## src/rtl/gray_pixel_packer.sv

```systemverilog
// Packs 8-bit grayscale pixels into little-endian 32-bit words and queues them in a FWFT FIFO.
// Optional GRAY_PACKER_STATS_EN adds pixelCount/dropCount statistics outputs.
module gray_pixel_packer #(
  parameter int FIFO_DEPTH = 16
) (
  input  logic                          clock,
  input  logic                          reset,
  input  logic                          frameStart,
  input  logic                          lineEnd,
  input  logic                          pixelValid,
  input  logic [7:0]                    grayscale,
  output logic                          wordValid,
  output logic [31:0]                   wordData,
  output logic                          wordFirst,
  input  logic                          wordReady,
  output logic [$clog2(FIFO_DEPTH):0]   fifoLevel,
  output logic                          overflow,
  input  logic                          clearOverflow
`ifdef GRAY_PACKER_STATS_EN
  ,
  output logic [31:0]                   pixelCount,
  output logic [15:0]                   dropCount
`endif
);

  localparam int PTR_W = $clog2(FIFO_DEPTH);
  localparam int LVL_W = PTR_W + 1;

  // Packer state
  logic [1:0]  lane_reg;
  logic [23:0] held_reg;
  logic        first_pending_reg;

  // FIFO state
  logic [32:0]      mem [FIFO_DEPTH];
  logic [PTR_W-1:0] wr_ptr_reg;
  logic [PTR_W-1:0] rd_ptr_reg;
  logic [LVL_W-1:0] level_reg;
  logic [32:0]      head_reg;
  logic             valid_reg;
  logic             overflow_reg;

  // frameStart takes effect before the same-cycle pixel and lineEnd.
  logic [1:0]  base_lane;
  logic [23:0] base_held;
  logic        base_first;
  logic [31:0] push_data;
  logic        full_push;
  logic        flush_push;
  logic        push_req;
  logic        pop;
  logic        fifo_full;
  logic        push_ok;
  logic        drop;
  logic [1:0]  lane_next;
  logic [23:0] held_next;
  logic        first_pending_next;
  logic [LVL_W-1:0] level_next;
  logic [PTR_W-1:0] rd_ptr_plus1;

  assign base_lane  = frameStart ? 2'd0 : lane_reg;
  assign base_held  = frameStart ? 24'd0 : held_reg;
  assign base_first = frameStart | first_pending_reg;

  genvar gi;
  generate
    for (gi = 0; gi < 4; gi++) begin : g_lane
      if (gi < 3) begin : g_held
        assign push_data[8*gi +: 8] = (pixelValid && (base_lane == 2'(gi)))
                                      ? grayscale : base_held[8*gi +: 8];
      end else begin : g_top
        assign push_data[8*gi +: 8] = (pixelValid && (base_lane == 2'(gi)))
                                      ? grayscale : 8'd0;
      end
    end
  endgenerate

  assign full_push  = pixelValid && (base_lane == 2'd3);
  assign flush_push = lineEnd && ((base_lane != 2'd0) || pixelValid);
  assign push_req   = full_push || flush_push;

  assign pop       = valid_reg && wordReady;
  assign fifo_full = (level_reg == LVL_W'(FIFO_DEPTH));
  assign push_ok   = push_req && (!fifo_full || pop);
  assign drop      = push_req && !push_ok;

  always_comb begin
    lane_next = base_lane;
    held_next = base_held;
    if (push_req) begin
      lane_next = 2'd0;
      held_next = 24'd0;
    end else if (pixelValid) begin
      lane_next = base_lane + 2'd1;
      held_next = push_data[23:0];
    end
  end

  // A dropped first-of-frame word leaves the tag pending for the next word.
  assign first_pending_next = push_ok ? 1'b0 : base_first;

  always_comb begin
    level_next = level_reg;
    if (push_ok && !pop)
      level_next = level_reg + LVL_W'(1);
    else if (pop && !push_ok)
      level_next = level_reg - LVL_W'(1);
  end

  assign rd_ptr_plus1 = rd_ptr_reg + PTR_W'(1);

  always_ff @(posedge clock) begin
    if (reset) begin
      lane_reg          <= 2'd0;
      held_reg          <= 24'd0;
      first_pending_reg <= 1'b1;
    end else begin
      lane_reg          <= lane_next;
      held_reg          <= held_next;
      first_pending_reg <= first_pending_next;
    end
  end

  // Storage array kept reset-free so it maps onto block RAM.
  always_ff @(posedge clock) begin
    if (!reset && push_ok)
      mem[wr_ptr_reg] <= {base_first, push_data};
  end

  always_ff @(posedge clock) begin
    if (reset) begin
      wr_ptr_reg   <= '0;
      rd_ptr_reg   <= '0;
      level_reg    <= '0;
      valid_reg    <= 1'b0;
      head_reg     <= '0;
      overflow_reg <= 1'b0;
    end else begin
      if (push_ok)
        wr_ptr_reg <= wr_ptr_reg + PTR_W'(1);
      if (pop)
        rd_ptr_reg <= rd_ptr_plus1;
      level_reg <= level_next;
      valid_reg <= (level_next != '0);
      // Head bypasses the array when the pushed word becomes the new head.
      if (push_ok && ((level_reg == '0) || (pop && (level_reg == LVL_W'(1)))))
        head_reg <= {base_first, push_data};
      else if (pop && (level_reg > LVL_W'(1)))
        head_reg <= mem[rd_ptr_plus1];
      if (drop)
        overflow_reg <= 1'b1;
      else if (clearOverflow)
        overflow_reg <= 1'b0;
    end
  end

  assign wordValid = valid_reg;
  assign wordData  = head_reg[31:0];
  assign wordFirst = head_reg[32];
  assign fifoLevel = level_reg;
  assign overflow  = overflow_reg;

`ifdef GRAY_PACKER_STATS_EN
  logic [31:0] pixel_count_reg;
  logic [15:0] drop_count_reg;

  always_ff @(posedge clock) begin
    if (reset) begin
      pixel_count_reg <= 32'd0;
      drop_count_reg  <= 16'd0;
    end else begin
      if (frameStart)
        pixel_count_reg <= {31'd0, pixelValid};
      else if (pixelValid)
        pixel_count_reg <= pixel_count_reg + 32'd1;
      if (drop && (drop_count_reg != 16'hFFFF))
        drop_count_reg <= drop_count_reg + 16'd1;
    end
  end

  assign pixelCount = pixel_count_reg;
  assign dropCount  = drop_count_reg;
`endif

endmodule

```

## config.mk

```make
export PLATFORM = sky130hd
export DESIGN_NAME = gray_pixel_packer
export DESIGN_NICKNAME = d
export VERILOG_FILES = /design/src/rtl/gray_pixel_packer.sv
export SDC_FILE = /design/constraint.sdc
export NUM_CORES = 1
export LEC_CHECK = 0
export ABC_AREA = 1
export CAP_MARGIN = 20
export CORE_MARGIN = 1.5
export CORE_UTILIZATION = 50
export DETAILED_ROUTE_END_ITERATION = 8
export GPL_ROUTABILITY_DRIVEN = 0
export GPL_TIMING_DRIVEN = 1
export MAX_ROUTING_LAYER = met4
export PLACE_DENSITY = 0.72
export SYNTH_ARGS = -nofsm -noshare
export SYNTH_HDL_FRONTEND = slang
export SYNTH_SLANG_ARGS = --single-unit
```

## constraint.sdc

```tcl
create_clock -name clock -period 10.06 [get_ports clock]
set_clock_uncertainty 0.2 [all_clocks]
set_input_delay 1.509 -clock clock [delete_from_list [all_inputs] [get_ports clock]]
set_output_delay 1.509 -clock clock [all_outputs]
set_load 0.05 [all_outputs]
```

======== After elaboration in Yosys (flattened, before gate mapping) ========
Memories as Yosys holds them, arrays and structs flattened.
Index checks and enable logic that the tools add are counted.
word-level totals
  register bits ........................... 75
  memory bits (writable) .................. 528
  output and inout bits ................... 40
  memories kept ........................... 1
memory list
  memory  depth  width  rd ports  clocked after Yosys merged registers in  write ports  line  source
  mem     16     33     1         0                                        1            35    logic [32:0] mem [FIFO_DEPTH];
cells by class
  add/subtract/negate cells ............... 5
  order comparisons ....................... 1
  equal/unequal tests ..................... 5
  muxes and demuxes ....................... 17
  bitwise logic cells ..................... 1
  reductions and logical operators ........ 29
operator list
  operator             count
  $mux 33              2
  $mux 24              2
  $mux 8               4
  $logic_and 1x1->1    14
  $mux 5               2
  $add 4x1->4 const B  2
  $reduce_bool 2->1    3
  $add 5x1->5 const B  1
  $eq 5x1->1 const B   1
  $eq 5x5->1 const B   1
  $gt 5x1->1 const B   1
  $logic_not 5->1      1
  $mux 1               5
  $reduce_bool 5->1    1
  $sub 5x1->5 const B  1
  $eq 2x2->1 const B   2
  $logic_not 1->1      4
  $logic_or 1x1->1     4
  $mux 2               2
  $add 2x1->2 const B  1
  $eq 2x1->1 const B   1
  $logic_not 2->1      1
  $reduce_or 2->1      1
  $or 1x1->1           1

======== Depth between registers and ports, before layout ========
  depth in word-level cells ............... 11
  gate-level depth with buffers ........... 13
  mapped depth without buffers ............ 13

======== Worst setup path after synthesis ========
Ideal clock, no wire load.
  path kind ............................... input to register
  start ................................... input pixelValid
  end ..................................... memory mem[0][0], enable pin
  setup time .............................. 0.423 ns
  arrival time ............................ 3.875 ns
  required time ........................... 9.437 ns
  path slack .............................. 5.562 ns
  cell stages on the path ................. 9
  path through ............................ buf_2 inv_2 nand3_2 nand2_4 nand2_4 nand2_1 nor2_1 nand2_1 nor2_1
between the ends
  word-level cells in the longest chain between the ends .. 7
ends and longest elaborated chain
  item                            line  source
  from (decl)                     10    input logic pixelValid,
  $logic_or 1x1->1                79    assign flush_push = lineEnd && ((base_lane != 2'd0) || pixelValid);
  $logic_and 1x1->1               79
  $logic_or 1x1->1 *              80    assign push_req = full_push || flush_push;
  $logic_and 1x1->1 *             84    assign push_ok = push_req && (!fifo_full || pop);
  $logic_and 1x1->1 *             126   if (!reset && push_ok)
  $mux 1 *                        126
  $mux 1 (not written as such) *  127   mem[wr_ptr_reg] <= {base_first, push_data};
  to (decl)                       35
Every way passes the cells marked *; elsewhere a longest branch is shown, timed or not.

======== Worst setup path after layout ========
  start ................................... input frameStart
  end ..................................... memory mem[7][27], enable pin
between the ends
  word-level cells in the longest chain between the ends .. 9
ends and longest elaborated chain
  item                            line  source
  from (decl)                     8     input logic frameStart,
  $mux 2 *                        61    assign base_lane = frameStart ? 2'd0 : lane_reg;
  $reduce_bool 2->1               79
  $logic_or 1x1->1                79
  $logic_and 1x1->1               79
  $logic_or 1x1->1 *              80
  $logic_and 1x1->1 *             84
  $logic_and 1x1->1 *             126
  $mux 1 *                        126
  $mux 1 (not written as such) *  127
Marked as above.

==> results.toml <==
[worst_hold_path]
hold_path.class = "reg -> reg"

[critical_path]
critPathKind = "in -> reg"
path_cells = "clkdlybuf4s50_1 > inv_4 > nand2_4 > inv_4 > nand3_4 > nand2_4 > nand2_1 > nor2_1 > nand2_1 > nor2_4"
crit_fanout = 33
worstPathRequired_ps = 10090
cp.arrival_ps = 4620
max_stage_delay_ps = 920
cp_slowest_cell = "nor2_4"
start_kind = "input port"
endpoint_kind = "flop"

[place]
port_buffers = 54
post_dp_cell_area_sq_mm = 0.0254
dp_slack_ps = 4780
dp_hpwl_um = 37400

[die]
io_pins = 55
die_area_sq_mm = 0.0497
initial_utilization_pct = 50.7
fp.dieH_um = 223
dieWidth_um = 223
rows = 80
coreArea_sq_mm = 0.0477

[sta]
period_minus_slack_ps = 4590
fin_ws_ps = 5470
max_freq_mhz = 218
rsz0062_at_grt = "no"
fin_crit_sh_pct = 45.6
maxSlewViolCount = 0
holdWs_ps = 283
finalHoldViolCount = 0
relSlewSlack_pct = 25.5
setup_viol = 0
worstMarginPinSlew_ps = 1120
tns_ps = 0

[synth]
synth_nets = 2058
synth_area_sq_mm = 0.0242
seq_area_frac_synth_pct = 71.7
netlist-cell-type-count = 32
syn_avg_cell_area_sq_um = 11.9
ys.warnings.count = 0
ys_ff_latch = 603
synthCells = 2034

[routing]
vias = 16400
drc_errors = 0
ant_nets = 0
drt_iter0_drc = 2083
wl_per_cell_um = 23.3
routed_wl_um = 63500
drt-pass1-iter-count = 5
via_per_inst = 6.01

[finish]
drive_gt1_share_pct = 9.27
antennaDiodeCount = 0
largest_register_ffs = 528
area_growth_pct = 14.2
final_util_pct = 57.9
layout.nets = 2089
stdcell_area_sq_mm = 0.0277

[power_and_ir_drop]
p_clk_share_pct = 34.1
leakagePower_nw = 9.37
p_seq_share_pct = 41.9
p_int_mw = 4.54
ir_drop_uv = 185
swShare_pct = 32.3
switching_power_mw = 2.16
power.density_mw_per_mm2 = 243
pwr-share-comb_pct = 24.0

[clocking]
cts_buffers = 58
post-cts-setup-buffer-count = 0
root_buffer = "clkbuf_16"
clock_sinks = 603
htree_levels = 2
clk_pin_slew_ps = 60
cts_resized = 0
clock_path_buffers = 3
cts_tree = "built"
cts_hold_buf = 0
clock_latency_ps = 630

[grt]
antenna_found_initial = 1
grt_pass1_wl_um = 94600
first_global_vias = 15500
grt-ovfl-total = 0
grt_max_degree = 228
track_usage_pct = 26.2

[outcome]
status = "finished clean"

[flow_run]
maxCapViolations = 0
-- critical path: cells and delay by family --
family | cells | cell delay (ps)
and+or+nand+nor | 7 | 2190
buffers and inverters | 3 | 870
-- power by group through the flow --
stage,clock network (mW),logic [mW],registers (mW)
after floorplan,0,0.972,2.94
after global placement,0,1.55,2.86
after detailed placement,0,1.58,2.86
after CTS,2.30,1.59,2.81
after global routing,2.39,1.73,2.81
final,2.29,1.61,2.81
-- path summary, 6_finish.rpt --
path	startpoint	to	slack (ps)	cells past startpoint
min	overflow	overflow	280	2
min reg2reg	overflow	overflow	280	2
max	frameStart	mem[7][27]	5470	10
max reg2reg	rd_ptr_reg[0]	head_reg[29]	5540	9
-- cell type report --
| cell class | instances | area (sq um) |
|---|---|---|
| Clock inverter | 27 | 297 |
| Inverter | 90 | 348 |
| Tap cell | 615 | 769 |
| Fill cell | 3634 | 20100 |
| Clock buffer | 83 | 1750 |
| Sequential cell | 603 | 17400 |
| Multi-Input combinational cell | 1210 | 6070 |
| Timing Repair Buffer | 102 | 1050 |
-- cells in the mapped netlist --
cell type	count	area share (%)
o21ai_0	290	6.0
inv_2	6	0.093
o221ai_1	8	0.29
a21oi_2	2	0.072
inv_4	2	0.052
buf_1	7	0.11
nand3_2	3	0.12
clkbuf_1	65	1.0
buf_6	6	0.28
inv_1	82	1.3
o211ai_1	65	2.0
edfxtp_1	528	65
a21oi_1	42	0.87
ha_1	9	0.47
buf_4	6	0.19
nand3_1	68	1.4
xor2_2	2	0.13
xor2_1	5	0.18
nand3_4	3	0.22
nand4_1	7	0.18
nor2_4	1	0.047
a31oi_1	1	0.026
nand2_1	150	2.3
buf_2	47	0.97
o22ai_1	64	1.7
dfxtp_1	75	6.2
o21ai_1	93	1.9
nand2_2	1	0.026
nor2_1	390	6.0
nor2_8	1	0.083
o21ai_4	1	0.067
nand2_4	4	0.19
-- layout by cell type, fill, tap and decap left out, types with 10 or more instances in the layout --
| master | n |
|---|---|
| a21oi_1 | 42 |
| clkbuf_16 | 65 |
| edfxtp_1 | 528 |
| dfxtp_1 | 74 |
| o21ai_1 | 91 |
| o211ai_1 | 65 |
| clkbuf_1 | 12 |
| nor2_1 | 371 |
| nand3_1 | 68 |
| buf_4 | 34 |
| clkdlybuf4s50_1 | 53 |
| o21ai_0 | 288 |
| buf_12 | 12 |
| nor2_4 | 17 |
| clkinv_2 | 10 |
| nand2_1 | 150 |
| o22ai_1 | 64 |
| inv_1 | 81 |
-- stage by stage --
stage	power, mW	std cells
2_1_floorplan	3.91	2034
3_3_place_gp	4.41	2607
3_5_place_dp	4.44	2610
4_1_cts	6.69	2720
5_1_grt	6.94	2730
6_report	6.71	2730
-- per-layer routing --
metal  vias up  track usage (%)  wire [um]
met5         -                -          0
met4         0             7.55       1570
met3        96             3.99       6590
met2       914             39.9      29800
met1      8030             36.8      25600
li1       7373                -          -
-- kinds of logic (layout without fill, tap and decap cells) --
kind of cell,after synthesis,in the layout,synth area share [%]
simple gates,628,628,10.6
flops,603,603,71.7
compound gates,566,566,12.9
fa+ha+maj,9,9,0.465
buf+inv,221,302,3.97
xor+xnor,7,7,0.315
Note: power is estimated with default switching activity, not from simulation.
